### src/rtl/alu_pkg.sv
// Shared types for the nibble-serial ALU: command encoding, control word,
// ALU argument/return payloads.
package alu_pkg;

    localparam int unsigned NIBBLE_W = 4;

    typedef enum logic [2:0] {
        ADD   = 3'd0,
        COMP  = 3'd1,
        AND   = 3'd2,
        OR    = 3'd3,
        XOR   = 3'd4,
        XNOR  = 3'd5,
        RSHFT = 3'd6
    } AluCmd;

    typedef struct packed {
        AluCmd cmd;
        logic  b_inv;
        logic  carry_disable;
        logic  carry_in;
    } AluCtrl;

    typedef struct packed {
        AluCtrl                ctrl;
        logic [NIBBLE_W-1:0]   d1;
        logic [NIBBLE_W-1:0]   d2;
    } AluArgs;

    typedef struct packed {
        logic [NIBBLE_W-1:0]   res;
        logic                  carry_out;
    } AluRet;

endpackage

### src/rtl/alu.sv
// Combinational single-nibble ALU.
// Ports: args (ctrl + d1/d2 nibbles) -> ret (res nibble + carry_out).
// ctrl.carry_in carries the running carry; it is gated by ctrl.carry_disable.
module alu
    import alu_pkg::*;
(
    input  AluArgs args,
    output AluRet  ret
);

    logic [NIBBLE_W-1:0] b;
    logic                cin;
    logic [NIBBLE_W:0]   sum_add;
    logic [NIBBLE_W:0]   sum_comp;

    assign b        = args.ctrl.b_inv ? ~args.d2 : args.d2;
    assign cin      = args.ctrl.carry_in & ~args.ctrl.carry_disable;
    assign sum_add  = {1'b0, args.d1} + {1'b0, b} + (NIBBLE_W+1)'(cin);
    assign sum_comp = {1'b0, args.d1} + {1'b0, ~b} + (NIBBLE_W+1)'(cin);

    // Command decode
    always_comb begin
        ret.res       = '0;
        ret.carry_out = 1'b0;
        case (args.ctrl.cmd)
            ADD:   {ret.carry_out, ret.res} = sum_add;
            COMP:  {ret.carry_out, ret.res} = sum_comp;
            AND:   ret.res = args.d1 & b;
            OR:    ret.res = args.d1 | b;
            XOR:   ret.res = args.d1 ^ b;
            XNOR:  ret.res = ~(args.d1 ^ b);
            RSHFT: begin
                // Shift right by one, carry enters at the top, bit 0 leaves.
                ret.res       = {cin, args.d2[NIBBLE_W-1:1]};
                ret.carry_out = args.d2[0];
            end
            default: begin
                ret.res       = '0;
                ret.carry_out = 1'b0;
            end
        endcase
    end

endmodule

### src/rtl/check_if_0xF.sv
// All-ones detector for one nibble.
// Ports: in[3:0] -> ret = &in.
module check_if_0xF
    import alu_pkg::*;
(
    input  logic [NIBBLE_W-1:0] in,
    output logic                ret
);

    assign ret = &in;

endmodule

### src/rtl/loop_over_all_nibbles.sv
// Nibble-serial ALU loop: processes a 32-bit word one nibble per clock,
// LSB->MSB (or MSB->LSB for RSHFT), with carry extension past the last
// significant nibble and optional equality-check mode.
// Ports:
//   clk, rst (sync, active-high)
//   loop_perm_to_count   0 = arm/preload, 1 = run
//   loop_nibbles_number  index of last significant nibble
//   ctrl                 AluCtrl command word
//   check_if_result_0xF  equality-check mode select (needs CHECK_0XF_EN)
//   word2_is_signed_and_negative  sign-extend B with ones past the last nibble
//   word1, word2         operands A, B
//   preinit_result       value loaded into result while armed
//   busy                 loop in progress
//   result, carry_out    registered result and carry / equality flag
// Config macro: CHECK_0XF_EN enables equality-check mode.
module loop_over_all_nibbles
    import alu_pkg::*;
#(
    parameter int unsigned NIBBLES = 8
)(
    input  logic                    clk,
    input  logic                    rst,
    input  logic                    loop_perm_to_count,
    input  logic [2:0]              loop_nibbles_number,
    input  AluCtrl                  ctrl,
    input  logic                    check_if_result_0xF,
    input  logic                    word2_is_signed_and_negative,
    input  logic [NIBBLES*4-1:0]    word1,
    input  logic [NIBBLES*4-1:0]    word2,
    input  logic [NIBBLES*4-1:0]    preinit_result,
    output logic                    busy,
    output logic [NIBBLES*4-1:0]    result,
    output logic                    carry_out
);

    localparam int unsigned WORD_W = NIBBLES * NIBBLE_W;

    logic [3:0]        counter_q;
    logic              was_last_q;
    logic [WORD_W-1:0] result_q;
    logic              carry_q;

    logic [2:0]        idx_c;
    logic              reverse_c;
    logic              last_nibble_c;
    logic              done_c;
    logic              chk_mode_c;
    logic              is_f_c;
    AluArgs            alu_args;
    AluRet             alu_ret;

    assign idx_c     = counter_q[2:0];
    assign reverse_c = (ctrl.cmd == RSHFT);
    assign busy      = loop_perm_to_count & ~counter_q[3];
    assign result    = result_q;
    assign carry_out = carry_q;

    // ALU operands: current nibble, running carry, B inverted for sign extension
    always_comb begin
        alu_args            = '0;
        alu_args.ctrl       = ctrl;
        alu_args.ctrl.b_inv = ctrl.b_inv | (word2_is_signed_and_negative & was_last_q);
        alu_args.ctrl.carry_in = carry_q;
        alu_args.d1         = word1[{idx_c, 2'b00} +: NIBBLE_W];
        alu_args.d2         = word2[{idx_c, 2'b00} +: NIBBLE_W];
    end

    alu u_alu (
        .args (alu_args),
        .ret  (alu_ret)
    );

`ifdef CHECK_0XF_EN
    assign chk_mode_c = check_if_result_0xF;

    check_if_0xF u_check_if_0xF (
        .in  (alu_ret.res),
        .ret (is_f_c)
    );
`else
    wire unused_check_mode = &{1'b0, check_if_result_0xF};
    assign chk_mode_c = 1'b0;
    assign is_f_c     = 1'b1;
`endif

    assign last_nibble_c = reverse_c ? (idx_c == 3'd0) : (idx_c == loop_nibbles_number);

    // Loop termination: overflow or check miss win, sign extension keeps going
    always_comb begin
        done_c = 1'b0;
        if (counter_q[3] || (chk_mode_c && !is_f_c)) begin
            done_c = 1'b1;
        end else if (word2_is_signed_and_negative) begin
            done_c = 1'b0;
        end else begin
            done_c = was_last_q & ~alu_ret.carry_out;
        end
    end

    // Counter, last flag, result and carry registers
    always_ff @(posedge clk) begin
        if (rst) begin
            counter_q  <= 4'b1000;
            was_last_q <= 1'b0;
            result_q   <= '0;
            carry_q    <= 1'b0;
        end else if (!loop_perm_to_count) begin
            counter_q  <= reverse_c ? {1'b0, loop_nibbles_number} : 4'd0;
            was_last_q <= 1'b0;
            result_q   <= preinit_result;
            if (!chk_mode_c) begin
                carry_q <= ctrl.carry_in;
            end
        end else begin
            if (done_c) begin
                counter_q[3] <= 1'b1;
            end else begin
                // Reverse step from index 0 wraps into the overflow bit.
                counter_q <= reverse_c ? counter_q - 4'd1 : counter_q + 4'd1;
            end
            if (last_nibble_c) begin
                was_last_q <= 1'b1;
            end
            if (busy) begin
                result_q[{idx_c, 2'b00} +: NIBBLE_W] <= alu_ret.res;
                carry_q <= chk_mode_c ? is_f_c : alu_ret.carry_out;
            end
        end
    end

endmodule

### config.mk
export PLATFORM = sky130hd
export DESIGN_NAME = loop_over_all_nibbles
export DESIGN_NICKNAME = d
export VERILOG_FILES = /design/src/rtl/alu_pkg.sv /design/src/rtl/alu.sv /design/src/rtl/check_if_0xF.sv /design/src/rtl/loop_over_all_nibbles.sv
export SDC_FILE = /design/constraint.sdc
export NUM_CORES = 1
export LEC_CHECK = 0
export ABC_CLOCK_PERIOD_IN_PS = 4800
export CAP_MARGIN = 20
export CORE_AREA = 2 2 106 77
export DETAILED_ROUTE_END_ITERATION = 16
export DIE_AREA = 0 0 108 79
export HOLD_SLACK_MARGIN = 0.02
export PLACE_DENSITY_LB_ADDON = 0.2
export SYNTH_ARGS = -nofsm -noshare
export SYNTH_HDL_FRONTEND = slang
export SYNTH_SLANG_ARGS = --single-unit
### constraint.sdc
create_clock -name clk -period 4.8 [get_ports clk]
set_input_delay 1.44 -clock clk [delete_from_list [all_inputs] [get_ports clk]]
set_output_delay 1.44 -clock clk [all_outputs]
set_load 0.05 [all_outputs]
---- Word level (Yosys, flattened, before mapping) ----
Cells that the tools add are included.
storage, ports and cells
  flip-flop bits (word level) ............. 38
  bits of input ports ..................... 110
  output and inout port bits .............. 34
  logic and storage cells ................. 59
cells by class
  add/sub/neg operators ................... 7
  equal/unequal tests ..................... 9
  shifts and indexed selects .............. 4
  multiplexer cells ....................... 16
  bitwise logic cells ..................... 15
  reductions and logical operators ........ 3
operators with widths
  cell                    count
  $mux 32                 2
  $shiftx 32x6->4         2
  $bwmux 32               1
  $shift 4x7->32 const A  1
  $shiftx 4x7->32         1
  $pmux 4 s7              1
  $mux 4                  3
  $not 4->4               3
  $add 4x4->5             2
  $add 5x1->5             2
  $eq 3x3->1 const B      3
  $neg 5->7               1
  $eq 3x2->1 const B      2
  $logic_not 3->1         2
  $mux 1                  6
  $mux 3                  2
  $add 4x1->4 const B     1
  $and 1x1->1             4
  $and 4x4->4             1
  $not 1->1               4
  $or 4x4->4              1
  $sub 4x1->4 const B     1
  $xor 4x4->4             1
  $eq 3x1->1 const B      1
  6 further kinds         6

---- Longest topological paths before layout ----
  depth in word-level cells ............... 13
  mapped depth ............................ 16
  mapped depth without buffers ............ 14

---- Hierarchy ----
A second synthesis with hierarchy kept.
unflattened totals
  cell total of the unflattened synthesis .. 360
  area total of the unflattened synthesis .. 3200.6 sq um
by module, submodules not included
  module                 instances  cells an instance  area each (sq um)  seq. area each (sq um)
  loop_over_all_nibbles  1          266                2478.6             760.7
  alu                    1          94                 721.9              0.0

---- Least setup slack after synthesis ----
No wires, ideal clock.
  kind .................................... input-to-reg
  start point ............................. input word2[28]
  end point ............................... register counter_q[1]
  setup time .............................. 69 ps
  arrival ................................. 4018 ps
  data required time ...................... 4731 ps
  slack ................................... 712 ps
  cell stages on the path ................. 12
  path buffers ............................ 0
  cell sequence ........................... mux2i_1 > a32oi_2 > nand3_1 > xor2_1 > fa_1 > fa_1 > nor3_1 > a2111o_1 > nand3_2 > a41oi_4 > mux2_2 > o21ai_1
on the way
  word-level cells in the longest chain between the ends .. 12
  elaborated cells between the ends (all ways) .. 14
  classes of those cells .................. 4 x add/sub; 1 x eq/ne; 1 x shift; 4 x mux; 4 x bitwise
RTL lines
  item                           line                          source
  start, declared                loop_over_all_nibbles.sv:29   input logic [NIBBLES*4-1:0] word2,
  $shiftx 32x6->4 *              loop_over_all_nibbles.sv:65   alu_args.d2 = word2[{idx_c, 2'b00} +: NIBBLE_W];
  $not 4->4                      alu.sv:16                     assign b = args.ctrl.b_inv ? ~args.d2 : args.d2;
  $mux 4                         alu.sv:16
  $not 4->4                      alu.sv:19                     assign sum_comp = {1'b0, args.d1} + {1'b0, ~b} + (NIBBLE_W+1)'(cin);
  $add 4x4->5                    alu.sv:19
  $add 5x1->5                    alu.sv:19
  $pmux 1 s3 *                   alu.sv:25                     case (args.ctrl.cmd)
  $not 1->1 *                    loop_over_all_nibbles.sv:96   done_c = was_last_q & ~alu_ret.carry_out;
  $and 1x1->1 *                  loop_over_all_nibbles.sv:96
  $mux 1 *                       loop_over_all_nibbles.sv:93   end else if (word2_is_signed_and_negative) begin
  $mux 1 *                       loop_over_all_nibbles.sv:91   if (counter_q[3] || (chk_mode_c && !is_f_c)) begin
  $ne 2x2->1 (no source line) *  n/a
  end signal, assigned           loop_over_all_nibbles.sv:108  counter_q <= reverse_c ? {1'b0, loop_nibbles_number} : 4'd0;
  end signal, assigned           loop_over_all_nibbles.sv:119  counter_q <= reverse_c ? counter_q - 4'd1 : counter_q + 4'd1;
  end, declared                  loop_over_all_nibbles.sv:38   logic [3:0] counter_q;
Mark *: on every way between the ends. The rest lies on a longest branch, timed or not.
A chain may end at the register's enable or synchronous reset.

---- Worst setup path after layout ----
Same ends and word-level chain as after synthesis.

==> impl_metrics.csv <==
group,metric,value,unit
timing,hold_viol,0,
floorplan,core_area,7601,µm²
cells_and_area,antennaDiodeCount,0,
synth,synth.most_common_cell,"dfxtp_1",
floorplan,ios,144,
placement,hpwl,7882,µm
status,status,"finished, final reports clean",
drt,routed.top_layer,"met4",
worst_setup_path,critical_path_class,"in -> reg",
floorplan,row_count,27,
clocking,clk_pin_slew,0.08,ns
flow_run,cap_violations,0,
synth,synthCells,343,
cells_and_area,fin_nets,619,
drt,antenna_left,0,
clocking,clock-sinks,38,
synth,yosysUniqueCellTypes,53,
drt,wl,9776,µm
drt,drt_iter0_markers,180,
pwr,totalPowerFinal,0.001082,W
clocking,cts_max_level,2,
placement,gp_congestion,0.9031,
synth,yosys_warnings,0,
drt,routed-wl-met2,4464,µm
synth,ys_seq_area_frac,0.2476,
grt,grt-ovfl-total,0,
pwr,ir_drop,0.1411,mV
worst_setup_path,required,5.02,ns
worst_setup_path,path_cells,"clkdlybuf4s50_1, mux2i_1, a32oi_2, nand3_1, xor2_2, fa_1, fa_1, nor3_1, a2111o_1, nand3_2, a41oi_4, mux2_2, o21ai_1",
timing,finalCriticalPeriod,4.500,ns
floorplan,fp.dieW,108,µm
clocking,clock_tree.buffer_depth,2,
timing,skew,0.01229,ns
cells_and_area,layout-drive-gt1-share,0.1109,
synth,ys.flop_type,"dfxtp_1",
timing,setup_violations,0,
drt,wire_per_inst,16.63,µm
worst_setup_path,slowest_stage,"clkdlybuf4s50_1",
placement,portBuffers,142,
synth,yosysTopAreaCell,"dfxtp_1",
worst_setup_path,crit_path_frequent_cell,"fa_1",
clocking,root_buffer,"clkbuf_8",
timing,max_freq,0.2222,GHz
synth,yosysTopAreaCellShare,0.2476,
timing,slew_headroom,0.5553,
timing,post-route-period-util,0.9375,
pwr,leakagePower,1.743,nW
synth,synth-edff-count,0,
worst_setup_path,crit_path_end_kind,"flop",
drt,vias,3238,
grt,grt_pass1_vias,3163,
drt,dr.pass1.iters,4,
drt,wl_met3,729,µm
timing,rsz0062_at_grt,"no",
grt,grt_max_degree,64,
drt,via_per_inst,5.507,
timing,finalSetupTns,0,ns
timing,slew_violations,0,
floorplan,start_util,0.4043,
clocking,cts_buffers,5,
grt,antenna_found_initial,0,
floorplan,die_y,79,µm
worst_setup_path,critical_path.max_fanout,4,
synth,synthesis.nets,476,
worst_setup_path,cpPeakStageDelay,0.46,ns
grt,track_usage,0.2310,
worst_setup_path,critPathArrivalTime,4.72,ns
worst_setup_path,cp-start-kind,"input pin",
grt,grt_first_pass_wirelength,15730,µm
cells_and_area,fin_util,0.6206,
synth,async_flop_share,0,
timing,worstMarginPinSlew,0.6662,ns
clocking,cts_hold_buf,0,
hold_path,hp-class,"reg -> reg",
pwr,powerDensity,229.4,nW/µm²
synth,synthesis.area,3073,µm²
clocking,cts_tree,"done",
synth,ys_seq_elements,38,
synth,synth.avg_cell_area,8.959,µm²
synth,yosys-top-cells-area,"dfxtp_1, mux4_2, ha_1, nor2b_1, a31oi_1",
cells_and_area,area_growth,53.50,%
drt,wl_met1,4464,µm
synth,yosys-top-cells-count,"dfxtp_1, nor2b_1, nand2_1",
floorplan,die_area,8532,µm²
clocking,insertion_delay,0.29,ns
drt,drc,0,
[layout by cell type, fill, tap and decap left out, drive strengths merged, types with 4 or more instances in the layout]
| master | synthesis | routed |
|---|---|---|
| xor2 | 7 | 7 |
| nand2 | 31 | 31 |
| clkdlybuf4s50 | 0 | 140 |
| ha | 18 | 18 |
| mux4 | 14 | 14 |
| o22ai | 29 | 29 |
| nor2b | 34 | 34 |
| clkbuf | 9 | 6 |
| a22oi | 5 | 5 |
| inv | 18 | 18 |
| a21oi | 12 | 12 |
| a31oi | 29 | 29 |
| nor3 | 5 | 5 |
| buf | 10 | 16 |
| xnor2 | 4 | 4 |
| o21ai | 12 | 12 |
| nand2b | 7 | 7 |
| nand3 | 6 | 6 |
| fa | 5 | 5 |
| mux2i | 10 | 10 |
| nor2 | 12 | 12 |
| dfxtp | 38 | 38 |
[layer usage]
layer,vias up,global-route usage
met3,13,0.05255
li1,1554,-
met4,0,0.05000
met1,1539,0.3301
met5,-,0
met2,132,0.3566
[state kept, by name (all words and copies together) (netlist names)]
signal / count
counter_q: 4
was_last_q: 1
carry_out: 1
result: 32
[cell families (layout without fill, tap and decap cells)]
| logic type | count (synthesis) | in the layout | synth area share |
|---|---|---|---|
| flops | 38 | 38 | 0.2476 |
| xor+xnor | 11 | 11 | 0.03135 |
| mux | 26 | 26 | 0.1466 |
| simple gates | 103 | 103 | 0.1788 |
| buf+inv | 39 | 183 | 0.06107 |
| fa+ha+maj | 23 | 23 | 0.1059 |
| compound gates | 103 | 103 | 0.2288 |
[final timing paths]
path | slack, ns | cells past startpoint | end | startpoint
worst max register to register | 0.91 | 13 | counter_q[1] | counter_q[0]
worst min-delay path | 0.51 | 2 | was_last_q | was_last_q
worst max-delay path | 0.30 | 13 | counter_q[1] | word2[28]
worst min register to register | 0.51 | 2 | was_last_q | was_last_q
[stage by stage]
step                      std cells  cell area, µm²  hold WS (ns)  setup slack (ns)
after detailed placement        580            4614        0.4935          -0.09514
final                           588            4717        0.5093            0.2999
after CTS                       588            4710        0.5062            0.1857
after global placement          580            4614        0.4866          -0.03206
after global routing            588            4717        0.5293           0.02804
after floorplan                 343            3073        0.4717            0.7123
[final cells by class]
type / count / area [µm²]
clock buffers: 6 / 82.58
clock inverters: 2 / 12.51
fillers: 668 / 2884
inverters: 19 / 71.32
multi-input cells: 266 / 2132
flip-flops and latches: 38 / 760.7
well taps: 101 / 126.4
repair buffers: 156 / 1531
[worst max-delay path, delay by kind of cell]
kind	cells	cell delay, ns
buffers and inverters	1	0.46
muxes	2	0.44
adders and majority gates	2	0.88
xor gates and xnor gates	1	0.22
and+or+nand+nor	3	0.49
AOI/OAI and AO/OA	4	0.79
[where the power goes]
group	total (W)	leakage, nW	internal [W]	switching (W)
sequential	0.000352	0.313	0.000334	0.0000180
clock	0.000235	0.0472	0.000116	0.000120
combinational	0.000495	1.38	0.000240	0.000256
total	0.00108	1.74	0.000689	0.000393
[repair_timing]
item,CTS,global route
endpoints found under the setup margin,0,3
buffers inserted,0,0
gates resized for setup,0,1
Power figures use the tool's default switching activity.
==> RTL change 1: new RTL, config.mk and constraints unchanged <==
Register the output `result` once more, with the module's reset; this adds one clock of latency there. The other outputs are not delayed to match. Comments in the files are not updated.
--- a/src/rtl/loop_over_all_nibbles.sv
+++ b/src/rtl/loop_over_all_nibbles.sv
@@ -52,7 +52,13 @@
     assign idx_c     = counter_q[2:0];
     assign reverse_c = (ctrl.cmd == RSHFT);
     assign busy      = loop_perm_to_count & ~counter_q[3];
-    assign result    = result_q;
+    always_ff @(posedge clk) begin
+        if (rst) begin
+            result <= '0;
+        end else begin
+            result <= result_q;
+        end
+    end
     assign carry_out = carry_q;
 
     // ALU operands: current nibble, running carry, B inverted for sign extension
Function: changed (a bounded check fails within 4 cycles, from zero or initial values and one cycle with rst high).
==> RTL change 1 against the original RTL <==
  * Sequential power up 78%
  * Area after synthesis up 30%
  * Sequential share of layout area up 8.2 points
  * Register-to-register slack better by 0.22 ns
  * Non-clock buffer count up 5
  * Final area up 22%
  * Power up 49%
  * Routed wire length up 14%
  * Sequential cell count up 32
  * Setup slack worse by 0.10 ns
  * Critical endpoint unchanged
  * Largest cell class unchanged
  * Highest routed layer unchanged
==> RTL change 1: results (changes against the original RTL) <==
Cell Area, Placed: 5570 um2 (+21%)
remaining global-route overflow: 0 (unchanged)
total CTS buffers: 9 (+4)
htree depth: 3 (+1)
highest fanout seen on the critical path: 4 (unchanged)
first-pass GRT wire length: 17800 um (+13%)
largest net degree at the start of global routing: 72 (+13%)
post-synthesis compound-gate area fraction: 17.2% (-5.7 points)
biggest regs: result x32, result_q x32, counter_q x4
worst-case clock skew: 0.00864 ns (-0.00365 ns)
cells on worst reg2reg path: 14 (+1)
met3 Track Usage GR: 6.16% (+0.90 points)
status: finished, final reports clean
register area share after synthesis: 35.1% (+10 points)
grt met1 use: 36.2% (+3.2 points)
Post-synth top cells: 70 x dfxtp_1, 64 x nor2b_1, 33 x o22ai_1, 30 x a31oi_1, 27 x nand2_1
number of global-route vias before repair: 3657 (+16%)
Worst path top cell family by delay: multiplexers
hpwl dp: 8390 um (+6.5%)
routed vias: 3842 (+19%)
share of cells above drive strength 1: 11.0% (-0.092 points)
CP arrival: 4.86 ns (+0.14 ns)
maximum vdd drop: 0.203 mV (+44%)
Starting DRT DRC Count: 380 (+110%)
worst slack, placed: -0.125 ns (-0.0303 ns)
hold buffer count at cts: 0 (unchanged)
fraction of synthesized area in multiplexers: 11.9% (-2.7 points)
slowest CP cell: mux4_2
DR pass1 iterations: 5 (+1)
WL met3: 901 um (+24%)
drt total wl: 11100 um (+14%)
Clk Latency, worst-skew pair: 0.34 ns (+0.05 ns)
Yosys cell types: 56 (+5.7%)
adder-cell share of the synthesized area: 8.14% (-2.4 points)
M2 GR Usage: 42.4% (+6.7 points)
RD Place Congestion: 0.960 (+6.3%)
-- RTL change 1: cell count changes after synthesis, sizes merged, moves of 3 or more --
| cell | change |
|---|---|
| o22ai | +4 |
| o21ai | -5 |
| dfxtp | +32 |
| nor2 | +9 |
| a21oi | +4 |
| mux2 | +4 |
| nand2 | -4 |
| mux4 | -3 |
| mux2i | +5 |
| clkbuf | +7 |
| nor2b | +30 |
| a211oi | +5 |
-- RTL change 1: layout make-up --
cell class	instances	area (um2)
Sequential cell	70	1400
Fill cell	581	1850
Clock inverter	6	45.0
Clock buffer	10	138
Timing Repair Buffer	161	1580
Inverter	21	78.8
Tap cell	101	126
Multi-Input combinational cell	314	2380
-- RTL change 1: final timing paths --
check,slack (ns),start,endpoint
worst max-delay path,0.20,word2[8],counter_q[1]$_SDFFE_PP0P_
worst max register to register,1.13,counter_q[0]$_SDFFE_PP0P_,counter_q[1]$_SDFFE_PP0P_
worst min-delay path,0.44,result_q[0]$_SDFFE_PP0P_,result[0]$_SDFF_PP0_
worst min register to register,0.44,result_q[0]$_SDFFE_PP0P_,result[0]$_SDFF_PP0_
-- RTL change 1: stage by stage --
step	utilization, %	power [W]	std cells
final	75.7	0.00161	683
after global routing	75.7	0.00169	683
after CTS	75.7	0.00162	683
after detailed placement	73.3	0.00119	667
after global placement	73.3	0.00117	667
after floorplan	-	0.000964	431
-- RTL change 1: power groups by stage --
stage,clock [W],sequential [W],combinational [W]
after floorplan,0,0.000671,0.000293
after global placement,0,0.000637,0.000534
after detailed placement,0,0.000638,0.000551
after CTS,0.000437,0.000625,0.000555
after global routing,0.000462,0.000628,0.000602
final,0.000432,0.000625,0.000557
==> RTL change 2: new RTL, same settings <==
Made on the original files. The option `CHECK_0XF_EN` is turned on by a define.
--- a/src/rtl/loop_over_all_nibbles.sv
+++ b/src/rtl/loop_over_all_nibbles.sv
@@ -13,6 +13,8 @@
 //   busy                 loop in progress
 //   result, carry_out    registered result and carry / equality flag
 // Config macro: CHECK_0XF_EN enables equality-check mode.
+`define CHECK_0XF_EN
+
 module loop_over_all_nibbles
     import alu_pkg::*;
 #(
Function: changed (a bounded check fails within 4 cycles, from zero or initial values and one cycle with rst high).
==> RTL change 2 against the original RTL <==
  * Routed wire length increased by 3.8%
  * Hold slack about the same
  * Area after synthesis increased by 1.5%
  * Highest routed layer unchanged
  * Utilization increased by 3.8 points
  * Final cell count increased by 0.85%
  * Setup slack got worse by 0.13 ns
  * Count of clock-buffer cells in the layout unchanged
  * Power increased by 16%
  * Sequential cell count unchanged
  * Fmax decreased by 2.9%
  * Final area increased by 6.1%
==> RTL change 2: results (changes against the original RTL) <==
status: finished, final reports clean
fraction of synthesized area in multiplexers: 24.7% (+10 points)
cells on worst reg2reg path: 16 (+3)
Rel. slew slack: 50.8% (-4.7 points)
CP arrival: 4.85 ns (+0.13 ns)
routed vias: 3264 (+0.80%)
DR pass1 iterations: 6 (+2)
slowest CP cell: mux4_2
Post-synth top cells: 45 x nor2_1, 38 x dfxtp_1, 23 x mux2i_1, 23 x nand2_1, 16 x a222oi_1
first-pass GRT wire length: 16100 um (+2.6%)
DR WL met2: 4410 um (-1.2%)
post-synthesis net count: 464 (-2.5%)
Lkg Pwr: 2.09 nW (+20%)
Gate Count Post-Synth: 334 (-2.6%)
Tot GR Track Use: 24.0% (+0.88 points)
hold_sp: result[24]$_SDFFE_PP0P_
hold endpoint: result[24]$_SDFFE_PP0P_
fillers: 615 (-7.9%)
post_cts resized: 7 (+7)
Switching Fraction: 33.3% (-3.0 points)
placed cell count: 584 (+0.69%)
met3 Track Usage GR: 5.83% (+0.57 points)
xor/xnor share of the synthesized area: 3.37% (+0.24 points)
post-synthesis compound-gate area fraction: 15.7% (-7.2 points)
share of cells above drive strength 1: 16.9% (+5.8 points)
Worst Setup SP: word1[28]
Flop pwr share: 28.0% (-4.5 points)
WL met3: 1030 um (+42%)
hpwl dp: 7920 um (+0.53%)
largest net degree at the start of global routing: 33 (-48%)
Starting DRT DRC Count: 307 (+71%)
combinational fraction of design power: 45.1% (-0.7 points)
worst-case clock skew: 0.00689 ns (-0.00540 ns)
M2 GR Usage: 35.3% (-0.38 points)
adder-cell share of the synthesized area: 9.23% (-1.4 points)
cells taking the most area after synthesis: dfxtp_1 24%, mux4_2 9.4%, mux2i_1 7.4%, ha_1 6.0%, nor2_1 5.4%
P_sw: 0.000417 W (+5.9%)
register area share after synthesis: 24.4% (-0.36 points)
Vias/cell: 5.50 (about the same)
postcts setup bufs: 1 (+1)
number of global-route vias before repair: 3210 (+1.5%)
routed wire length per instance: 17.1 um (+3.0%)
maximum vdd drop: 0.167 mV (+18%)
final net count: 621 (+0.32%)
Cell Area, Placed: 4790 um2 (+3.8%)
## RTL change 2: cell types whose count changed in the layout (fill, tap and decap cells not counted), sizes merged, moves of 11 or more
cell	unedited run	this run
nor2	12	45
o22ai	29	1
nor2b	34	7
a31oi	29	6
a222oi	0	16
buf	16	31
mux2i	10	24
mux2	2	13
## RTL change 2: worst max-delay path: cells and delay by family
family                   cells  cell delay [ns]
AO/OA/AOI/OAI                4             0.67
XOR/XNOR                     1             0.16
adder cells (fa/ha/maj)      2             0.61
buffers and inverters        3             0.62
multiplexers                 2             0.80
AND/OR/NAND/NOR              4             0.56
## RTL change 2: final cells by class
cell class                      instances  area, um2  area share, %
Timing Repair Buffer                  173       1690           33.7
Clock buffer                            6       82.6           1.65
Multi-Input combinational cell        256       2230           44.5
Inverter                               17       63.8           1.27
Sequential cell                        38        761           15.2
Tap cell                              101        126           2.52
Clock inverter                          2       60.1           1.20
